<file path="src/rtl/ticket_arb_pkg.sv">
// Shared types and constants for the ticket kiosk arbiter.
// Optional response timeout is enabled by TICKET_ARB_TIMEOUT_EN.
package ticket_arb_pkg;

    localparam int N_KIOSK        = 4;
    localparam int TIMEOUT_CYCLES = 8;

    typedef enum logic [1:0] {
        IDLE,
        ISSUE,
        WAIT,
        DONE
    } state_t;

    localparam logic [1:0] CAT_VIP     = 2'b00;
    localparam logic [1:0] CAT_REGULAR = 2'b01;
    localparam logic [1:0] CAT_STUDENT = 2'b10;
    localparam logic [1:0] CAT_SENIOR  = 2'b11;

    function automatic logic [N_KIOSK-1:0] onehot(input logic [1:0] idx);
        logic [N_KIOSK-1:0] v;
        v      = '0;
        v[idx] = 1'b1;
        return v;
    endfunction

endpackage

</file>
<file path="src/rtl/ticket_rr_picker.sv">
// Combinational round-robin picker over the unmasked kiosk requests.
// The first eligible kiosk at or after rr_ptr wins.
module ticket_rr_picker
    import ticket_arb_pkg::*;
(
    input  logic [N_KIOSK-1:0] req,
    input  logic [N_KIOSK-1:0] mask,
    input  logic [1:0]         rr_ptr,
    output logic               grant_valid,
    output logic [1:0]         grant_idx
);

    logic [N_KIOSK-1:0] elig;
    logic [1:0]         idx;

    assign elig = req & ~mask;

    // Scan farthest offset first so the closest eligible kiosk is the last write.
    always_comb begin
        grant_valid = 1'b0;
        grant_idx   = 2'd0;
        idx         = rr_ptr;
        for (int i = N_KIOSK - 1; i >= 0; i--) begin
            idx = rr_ptr + 2'(i);
            if (elig[idx]) begin
                grant_valid = 1'b1;
                grant_idx   = idx;
            end
        end
    end

endmodule

</file>
<file path="src/rtl/ticket_kiosk_arbiter.sv">
// Arbitrates four kiosks onto one ticketing system, one purchase at a time.
// Define TICKET_ARB_TIMEOUT_EN to abandon WAIT after TIMEOUT_CYCLES cycles.
module ticket_kiosk_arbiter
    import ticket_arb_pkg::*;
(
    input  logic               clk,
    input  logic               reset,
    input  logic [N_KIOSK-1:0] kiosk_req,
    input  logic [7:0]         kiosk_cat,
    output logic               purchase_vip,
    output logic               purchase_regular,
    output logic               purchase_student,
    output logic               purchase_senior,
    input  logic               purchase_success,
    input  logic               purchase_failed,
    output logic [N_KIOSK-1:0] kiosk_ack,
    output logic               kiosk_ok,
    output logic               busy,
    output logic               timeout_err
);

    state_t             state;
    state_t             state_nxt;
    logic [1:0]         rr_ptr;
    logic [1:0]         grant_q;
    logic [1:0]         cat_q;
    logic [N_KIOSK-1:0] mask_q;
    logic               result_q;
    logic               grant_valid;
    logic [1:0]         grant_idx;
    logic               got_resp;
    logic               resp_ok;
    logic               timeout_hit;

    assign got_resp = purchase_success | purchase_failed;
    assign resp_ok  = purchase_success & ~purchase_failed;

    ticket_rr_picker u_picker (
        .req         (kiosk_req),
        .mask        (mask_q),
        .rr_ptr      (rr_ptr),
        .grant_valid (grant_valid),
        .grant_idx   (grant_idx)
    );

`ifdef TICKET_ARB_TIMEOUT_EN
    logic [2:0] tmo_cnt;
    logic       tmo_q;

    assign timeout_hit = (state == WAIT) && !got_resp
                      && (tmo_cnt == 3'(TIMEOUT_CYCLES - 1));
    assign timeout_err = (state == DONE) && tmo_q;

    always_ff @(posedge clk or posedge reset) begin
        if (reset) begin
            tmo_cnt <= '0;
            tmo_q   <= 1'b0;
        end else begin
            tmo_cnt <= (state == WAIT) ? tmo_cnt + 3'd1 : 3'd0;
            tmo_q   <= timeout_hit;
        end
    end
`else
    assign timeout_hit = 1'b0;
    assign timeout_err = 1'b0;
`endif

    always_ff @(posedge clk or posedge reset) begin
        if (reset) begin
            state    <= IDLE;
            rr_ptr   <= 2'd0;
            grant_q  <= 2'd0;
            cat_q    <= CAT_VIP;
            mask_q   <= '0;
            result_q <= 1'b0;
        end else begin
            state <= state_nxt;
            if (state == IDLE) begin
                mask_q <= '0;
                if (grant_valid) begin
                    grant_q  <= grant_idx;
                    cat_q    <= kiosk_cat[{grant_idx, 1'b0} +: 2];
                    result_q <= 1'b0;
                end
            end
            if (state == WAIT && got_resp) begin
                result_q <= resp_ok;
            end
            // Hide the served kiosk for one IDLE cycle while it drops its req.
            if (state == DONE) begin
                rr_ptr <= grant_q + 2'd1;
                mask_q <= onehot(grant_q);
            end
        end
    end

    always_comb begin
        state_nxt        = state;
        purchase_vip     = 1'b0;
        purchase_regular = 1'b0;
        purchase_student = 1'b0;
        purchase_senior  = 1'b0;
        kiosk_ack        = '0;
        kiosk_ok         = 1'b0;
        busy             = (state != IDLE);
        unique case (state)
            IDLE: begin
                if (grant_valid) state_nxt = ISSUE;
            end
            ISSUE: begin
                state_nxt = WAIT;
                unique case (cat_q)
                    CAT_VIP:     purchase_vip     = 1'b1;
                    CAT_REGULAR: purchase_regular = 1'b1;
                    CAT_STUDENT: purchase_student = 1'b1;
                    CAT_SENIOR:  purchase_senior  = 1'b1;
                endcase
            end
            WAIT: begin
                if (got_resp || timeout_hit) state_nxt = DONE;
            end
            DONE: begin
                state_nxt = IDLE;
                kiosk_ack = onehot(grant_q);
                kiosk_ok  = result_q;
            end
            default: state_nxt = IDLE;
        endcase
    end

endmodule

</file>
<file path="config.mk">
export PLATFORM = sky130hd
export DESIGN_NAME = ticket_kiosk_arbiter
export DESIGN_NICKNAME = d
export VERILOG_FILES = /design/src/rtl/ticket_arb_pkg.sv /design/src/rtl/ticket_rr_picker.sv /design/src/rtl/ticket_kiosk_arbiter.sv
export SDC_FILE = /design/constraint.sdc
export NUM_CORES = 1
export LEC_CHECK = 0
export ABC_CLOCK_PERIOD_IN_PS = 2500
export BUFFER_PORTS_ARGS = -buffer_cell sky130_fd_sc_hd__buf_4
export CAP_MARGIN = 20
export CORE_MARGIN = 1
export CORE_UTILIZATION = 54
export CTS_CLUSTER_DIAMETER = 60
export CTS_CLUSTER_SIZE = 10
export DETAILED_ROUTE_END_ITERATION = 7
export GPL_TIMING_DRIVEN = 0
export PLACE_DENSITY = 0.95
export SLEW_MARGIN = 20
export SYNTH_ARGS = -nofsm -noshare
export SYNTH_HDL_FRONTEND = slang
export SYNTH_SLANG_ARGS = --single-unit
</file>
<file path="constraint.sdc">
create_clock -name clk -period 2.5 [get_ports clk]
set_input_delay 0.375 -clock clk [delete_from_list [all_inputs] [get_ports clk]]
set_output_delay 0.375 -clock clk [all_outputs]
set_load 0.02 [all_outputs]
</file>
# Word level (Yosys, flattened, before mapping)
# Cells that the tools add are included.
# totals
ff_bits,13
in_bits,16
elab_cells,77
# classes
addsub,4
magnitude_cmp,6
n_eq_ne,8
shift,1
muxes,36
bitwise_logic,5
reduce_logical,11
# ops
cell,count
$mux 1,21
$lt 2x3->1 const B,5
$mux 2,6
$mux 4,3
$bmux 1 s2,4
$eq 2x2->1 const B,4
$pmux 2 s4,1
$reduce_bool 2->1,4
$shiftx 8x4->2,1
$reduce_and 2->1,3
$add 2x1->2 const B,2
$add 2x2->2 const B,2
$and 4x4->4,1
$eq 2x1->1 const B,2
$logic_not 2->1,2
$ne 2x2->1 const B,2
$not 4->4,1
$demux 1 s2,1
$ge 2x1->1 const B,1
$logic_and 1x1->1,2
$and 1x1->1,1
$not 1->1,1
$or 1x1->1,1

# Depth between registers and ports, before layout
# Gate-level depths: netlist (run 1).
# depth
ltp_word,11
depth_mapped,5
depth_no_buf,5

# Modules after synthesis
# From an unflattened synthesis (run 1), not the netlist that was laid out.
# unflattened
hier_cells,76
area_unflattened_um2,873.3
# by_module_without_submodules
module,instances,cells_per_inst,area_each_um2,seq_area_each_um2
ticket_kiosk_arbiter,1,61,755.7,325.3
ticket_rr_picker,1,15,117.6,0.0

# Worst setup path after synthesis (run 1)
# No wires, ideal clock.
# synth_path
path_kind,reg-to-output
startpoint,register state[1]
endpoint,output purchase_vip
arrival_time_ns,1.176
required_time_ns,2.125
setup_slack_ns,0.949
path_stages_with_launch,4
n_path_buf,0
cell_sequence,dfrtp_1 > inv_1 > ha_1 > nor3b_1
# synth_between
elab_chain_cells,2
# synth_lines
element,line_no,source
start: declaration,ticket_kiosk_arbiter.sv:22,state_t state;
start signal: assignment,ticket_kiosk_arbiter.sv:77,state <= state_nxt;
$eq 2x1->1,ticket_kiosk_arbiter.sv:106,unique case (state)
$mux 1,ticket_kiosk_arbiter.sv:106,
end: declaration,ticket_kiosk_arbiter.sv:10,"output logic purchase_vip,"
# No other way between the ends.

# Final worst setup path (run 1)
# layout_path
startpoint,register state[1]
endpoint,output kiosk_ack[2]
# layout_between
elab_chain_cells,2
# layout_lines
element,line_no,source
$eq 2x2->1,ticket_kiosk_arbiter.sv:106,
$mux 4,ticket_kiosk_arbiter.sv:106,
end: declaration,ticket_kiosk_arbiter.sv:16,"output logic [N_KIOSK-1:0] kiosk_ack,"
# No other way between the ends.

==> results.json, run 1 <==
{
  "cts_max_level": 1,
  "drive_gt1_share_pct": 39.1,
  "rows": 14,
  "top_layer": "met4",
  "setup_tns_ns": 0,
  "startpoint": "state[1]",
  "dp.cells": 127,
  "cts.path.max_buffers": 2,
  "synth.area.top_cells": "dfrtp_1 36%, ha_1 11%, mux2_2 7.5%",
  "yosysTopAreaCellShare_pct": 35.9,
  "nets": 140,
  "cts_setup_buffers": 0,
  "clock-sinks": 13,
  "pin_count": 27,
  "met1Wirelength_um": 709,
  "hold_slack_ns": 0.122,
  "ctsResizeCount": 0,
  "drc": 0,
  "rsz0062_at_grt": "false",
  "synth_largest_area_cell": "dfrtp_1",
  "drt_iter0_drc": 9,
  "timing.rr.start": "mask_q[1]",
  "min_path_type": "in -> async",
  "peakVddDrop_mv": 0.592,
  "syn_nets": 110,
  "maxSlewViolCount": 0,
  "clock_latency_ns": 0.26,
  "place.gp.congestion": 0.825,
  "avgViaCountPerCell": 5.53,
  "vias": 725,
  "wl_met3_um": 80,
  "antenna_found_initial": 0,
  "yosys_warnings": 0,
  "core_area_mm2": 0.00154,
  "crit_path_end_kind": "output pin",
  "netlist_area_um2": 906,
  "cp_data_required_time_ns": 2.12,
  "cts.hold.buffers_added": 0,
  "crit_family": "flip-flops",
  "path_cells": "ha_1, and2_1, buf_4",
  "die_h_um": 43.0,
  "crit_buf_inv": 1,
  "fmax_mhz": 582,
  "die-area_mm2": 0.00185,
  "antenna_cells": 0,
  "synthCells": 86,
  "status": "complete, no violations",
  "clk_pin_slew_worst_paths_ns": 0.07,
  "cp_slowest_stage_delay_ns": 0.40,
  "crit_path_top_delay_cell": "dfrtp_1",
  "ys_seq_area_share_pct": 35.9,
  "first_global_vias": 678,
  "grt_use_total_pct": 20.9,
  "wirelength_mm": 1.74,
  "numCtsBuffers": 3,
  "portBuffers": 25,
  "cellLeakagePower_nw": 0.572,
  "setup_viol": 0,
  "firstDrtPassIters": 4,
  "power_density_mw_per_mm2": 1110,
  "ys_types": 30,
  "syn_avg_cell_area_um2": 10.5,
  "startpoint_type": "flip-flop",
  "fp.dieW_um": 43.0,
  "wl_per_cell_um": 13.3,
  "hold_viol": 0,
  "dp_hpwl_mm": 1.49,
  "critical_path.max_fanout": 9,
  "dr_wl_met2_um": 929,
  "finalCritPeriodShare_pct": 68.8,
  "grt_pass1_wl_mm": 2.88,
  "path_class": "reg -> out",
  "grt.overflow.total": 0,
  "start_util_pct": 58.8,
  "maxCapViolCount": 0,
  "fin_crit_ns": 1.72,
  "ant_nets": 0,
  "ys_ff_latch": 13,
  "fin_cells": 131,
  "cts_root_buf": "clkbuf_4",
  "finalClockSkew_ns": 0.00398,
  "grt_max_degree": 14,
  "arrival_ns": 1.34,
  "syn_to_final_growth_pct": 25.8,
  "tritoncts": "built"
}
[logic make-up (layout without fill, tap and decap cells)]
logic type	count (synthesis)	after routing	share of synthesized area, %
and+or+nand+nor	30	30	21.0
AOI/OAI and AO/OA	16	16	16.0
DFF	13	13	35.9
muxes	10	10	11.9
adders and majority gates	8	8	11.1
buffers and inverters	8	37	3.73
other	1	1	0.414
[final cells by class]
cell class | count | area, um^2
multi-input combinational | 65 | 547
fill | 106 | 402
sequential | 13 | 325
timing repair buffer | 25 | 188
clock buffer | 4 | 26.3
inverter | 7 | 26.3
tap | 16 | 20.0
buffer | 1 | 7.51
[final timing paths]
path                           endpoint  slack (ns)  cells after the start
min in group clk               result_q        0.30                      2
max in group asynchronous     rr_ptr[1]        2.06                      2
setup / recovery           kiosk_ack[2]        0.78                      3
hold reg to reg               mask_q[0]        0.54                      1
setup reg to reg               cat_q[1]        0.85                      5
hold / removal                 state[1]        0.12                      2
[synth_stat cells, drive strengths merged]
cell and instances:
nor2b 3, nand2 8, conb 1, buf 1
and3 1, a311oi 2, nand2b 3, nor3 2
o22a 1, nand3b 1, a21oi 6, o31ai 1
o21ai 3, mux2i 4, a22oi 1, nor3b 3
ha 8, or2 1, nor2 3, mux2 6
and2 5, o221ai 2, dfrtp 13, inv 7
[flip-flops by register name, indices dropped and copies added (netlist names)]
name / count
cat_q: 2
grant_q: 2
mask_q: 4
result_q: 1
rr_ptr: 2
state: 2
[layer usage]
metal	vias to the layer above	global-route usage [%]
li1	357	-
met1	343	25.8
met2	21	35.5
met3	4	4.68
met4	0	7.88
met5	-	0
[through the flow]
step	cell area (um^2)	util, %	total power [mW]	setup WS, ns
floorplan	906	-	0.934	0.949
global placement	1110	72.2	1.10	0.857
detailed placement	1110	72.2	1.15	0.792
CTS	1140	73.9	1.27	0.757
global route	1140	73.9	1.37	0.682
finish	1140	73.9	1.26	0.781
[where the power goes]
| group | switching, mW | internal [mW] | total [mW] |
|---|---|---|---|
| sequential | 0.100 | 0.307 | 0.407 |
| combinational | 0.388 | 0.348 | 0.736 |
| clock | 0.0586 | 0.0616 | 0.120 |
| total | 0.547 | 0.717 | 1.26 |
[cells in the final DEF (no fill, tap or decap), types with 2 or more instances in the layout]
cell type  netlist  final
ha_1             8      8
buf_4            1     26
nor2_1           3      3
dfrtp_1         13     13
a21oi_1          5      5
nor3_1           2      2
and2_1           5      5
nand2_1          7      7
nand2b_1         2      2
nor2b_4          2      2
mux2i_1          4      4
o21ai_0          3      3
mux2_2           6      6
clkbuf_4         0      3
nor3b_1          3      3
inv_1            7      7
Power figures use the tool's default switching activity.
==> inputs of run 2 (changes only) <==
Settings changed: ABC_CLOCK_PERIOD_IN_PS 2500 to 1450, CORE_UTILIZATION 54 to 45, PLACE_DENSITY 0.95 to 0.86.
Clock period 2.5 ns to 1.45 ns, I/O delays scaled along.
==> run 2 against run 1 <==
Effect of this change:
- the flow now finishes with violations (setup timing)
- count of clock-buffer cells in the layout unchanged
- core utilization increased by 7.9 points
- non-clock buffer count increased by 9
- worst setup slack got worse by 1.1 ns
- final cell count increased by 14%
- sequential power increased by 100%
- critical endpoint is now cat_q[1]
==> results.json, run 2 (synthesized netlist as in run 1, its figures left out) <==
{
  "violations": "setup timing",
  "cellLeakagePower_nw": 0.658,
  "maxCapViolCount": 0,
  "slew-limit-headroom_pct": 65.4,
  "status": "complete, but fails checks",
  "r2r_end": "cat_q[1]",
  "rows": 15,
  "die_h_um": 46.9,
  "grt.overflow.total": 0,
  "power_density_mw_per_mm2": 2110,
  "hold_viol": 0,
  "drc": 0,
  "nets": 149,
  "numCtsBuffers": 3,
  "min_path_type": "in -> reg",
  "antenna_cells": 0,
  "cts_root_buf": "clkbuf_4",
  "first_global_vias": 754,
  "crit_path_top_delay_cell": "dfrtp_1",
  "cts_max_level": 1,
  "wirelength_mm": 2.91,
  "start_util_pct": 50.3,
  "wl_per_cell_um": 19.5,
  "core_area_mm2": 0.00180,
  "clock_latency_ns": 0.28,
  "dp_hpwl_mm": 1.39,
  "grt_use_total_pct": 21.8,
  "avgViaCountPerCell": 5.52,
  "path_cells": "nor2b_4, a21oi_2, a311oi_4, buf_6, mux2i_1, o221ai_2",
  "cts.path.max_buffers": 2,
  "final_cell_mix": "25 x buf_4, 10 x dfrtp_1, 9 x buf_6",
  "fmax_mhz": 580,
  "clock-sinks": 13,
  "cp_data_required_time_ns": 1.61,
  "vias": 822,
  "fin_crit_ns": 1.73,
  "finalClockSkew_ns": 0.00769,
  "multi_input_comb_area_um2": 756,
  "worst_slack_ns": -0.275,
  "drive_gt1_share_pct": 72.6,
  "maxSlewViolCount": 0,
  "worst_slew_pin_slew_ns": 0.518,
  "final_common_cell": "buf_4",
  "syn_to_final_growth_pct": 62.8,
  "path_class": "reg -> reg",
  "setup_viol": 13,
  "grt_max_degree": 14,
  "place.gp.congestion": 0.800,
  "fp.dieW_um": 46.9,
  "critPathCapture": "cat_q[1]",
  "crit_family": "compound AO/OA/AOI/OAI gates",
  "crit_cells": 6,
  "fillers": 90,
  "layout.area.seq_um2": 329,
  "r2r.worst_path.cells": 6,
  "crit_buf_inv": 1,
  "clk_pin_slew_worst_paths_ns": 0.08,
  "grt_pass1_wl_mm": 3.24,
  "startpoint_type": "flip-flop",
  "r2r_slack_ns": -0.28,
  "cp_slowest_stage_delay_ns": 0.43,
  "tritoncts": "built",
  "rsz0062_at_grt": "true",
  "die-area_mm2": 0.00220,
  "largest_register_ffs": 4,
  "ant_nets": 0,
  "pre_cts_slack_ns": -0.111,
  "firstDrtPassIters": 4,
  "hold_slack_ns": 0.134,
  "critical_path.max_fanout": 5,
  "regMostFlops": "mask_q",
  "peakVddDrop_mv": 1.22,
  "arrival_ns": 1.89,
  "portBuffers": 25,
  "finalCritPeriodShare_pct": 119,
  "antenna_found_initial": 0,
  "pin_count": 27,
  "drt_iter0_drc": 20,
  "startpoint": "mask_q[3]",
  "timing.rr.start": "mask_q[3]",
  "crit_path_end_kind": "flip-flop"
}
## run 2: changes by cell type in the layout (fill, tap and decap cells not counted), sizes merged
cell	delta
buf	+8
dlygate4sd3	+1
## run 2: power by group
group	internal [mW]	switching, mW
Clock	0.107	0.123
Sequential	0.537	0.283
Combinational	1.08	0.979
## run 2: metrics by stage
| stage | instances | TNS [ns] | util [%] | total power, mW | instance area (um^2) |
|---|---|---|---|---|---|
| detailed placement | 136 | -0.358 | 62.4 | 1.96 | 1120 |
| CTS | 145 | -0.563 | 72.4 | 2.56 | 1310 |
| global placement | 136 | -0.238 | 62.4 | 1.91 | 1120 |
| floorplan | 86 | -0.0105 | - | 1.61 | 906 |
| global route | 149 | -1.63 | 81.9 | 3.28 | 1480 |
| finish | 149 | -1.24 | 81.9 | 3.11 | 1480 |
## run 2: worst min-delay path by stage
stage                                from  depth (start not counted)       end  slack, ns
after floorplan                     reset                          1  cat_q[0]       0.09
after global placement              reset                          2  state[0]       0.27
after detailed placement            reset                          2  state[0]       0.28
after CTS                 purchase_failed                          2  result_q       0.10
after global routing      purchase_failed                          2  result_q       0.14
final                     purchase_failed                          2  result_q       0.13
## run 2: timing repair
action,in CTS,in global routing
hold buffers,1,0
hold endpoints to repair,13,0
setup endpoints to repair,15,16
pin swaps,6,11
setup buffers,4,4
resized for setup,30,33
## run 2: worst reg2reg max path, stage by stage, from the launching register on
cell and delay [ns]:
dfrtp_1 0.43, nor2b_4 0.23, a21oi_2 0.10, a311oi_4 0.28
buf_6 0.20, mux2i_1 0.25, o221ai_2 0.11
## run 2: final cells by class
cell class | count | area share (%)
Multi-Input combinational cell | 65 | 51.2
Sequential cell | 13 | 22.3
Timing Repair Buffer | 34 | 19.8
Inverter | 7 | 2.29
Tap cell | 25 | 2.12
Clock buffer | 4 | 1.78
Buffer | 1 | 0.509
## run 2: routing by layer
layer | track usage, % | vias to the layer above | wire, um
met5 | 0 | - | 0
met4 | 12.6 | 0 | 32
met3 | 3.08 | 6 | 81
met2 | 37.5 | 27 | 1580
met1 | 25.9 | 409 | 1220
li1 | - | 380 | -
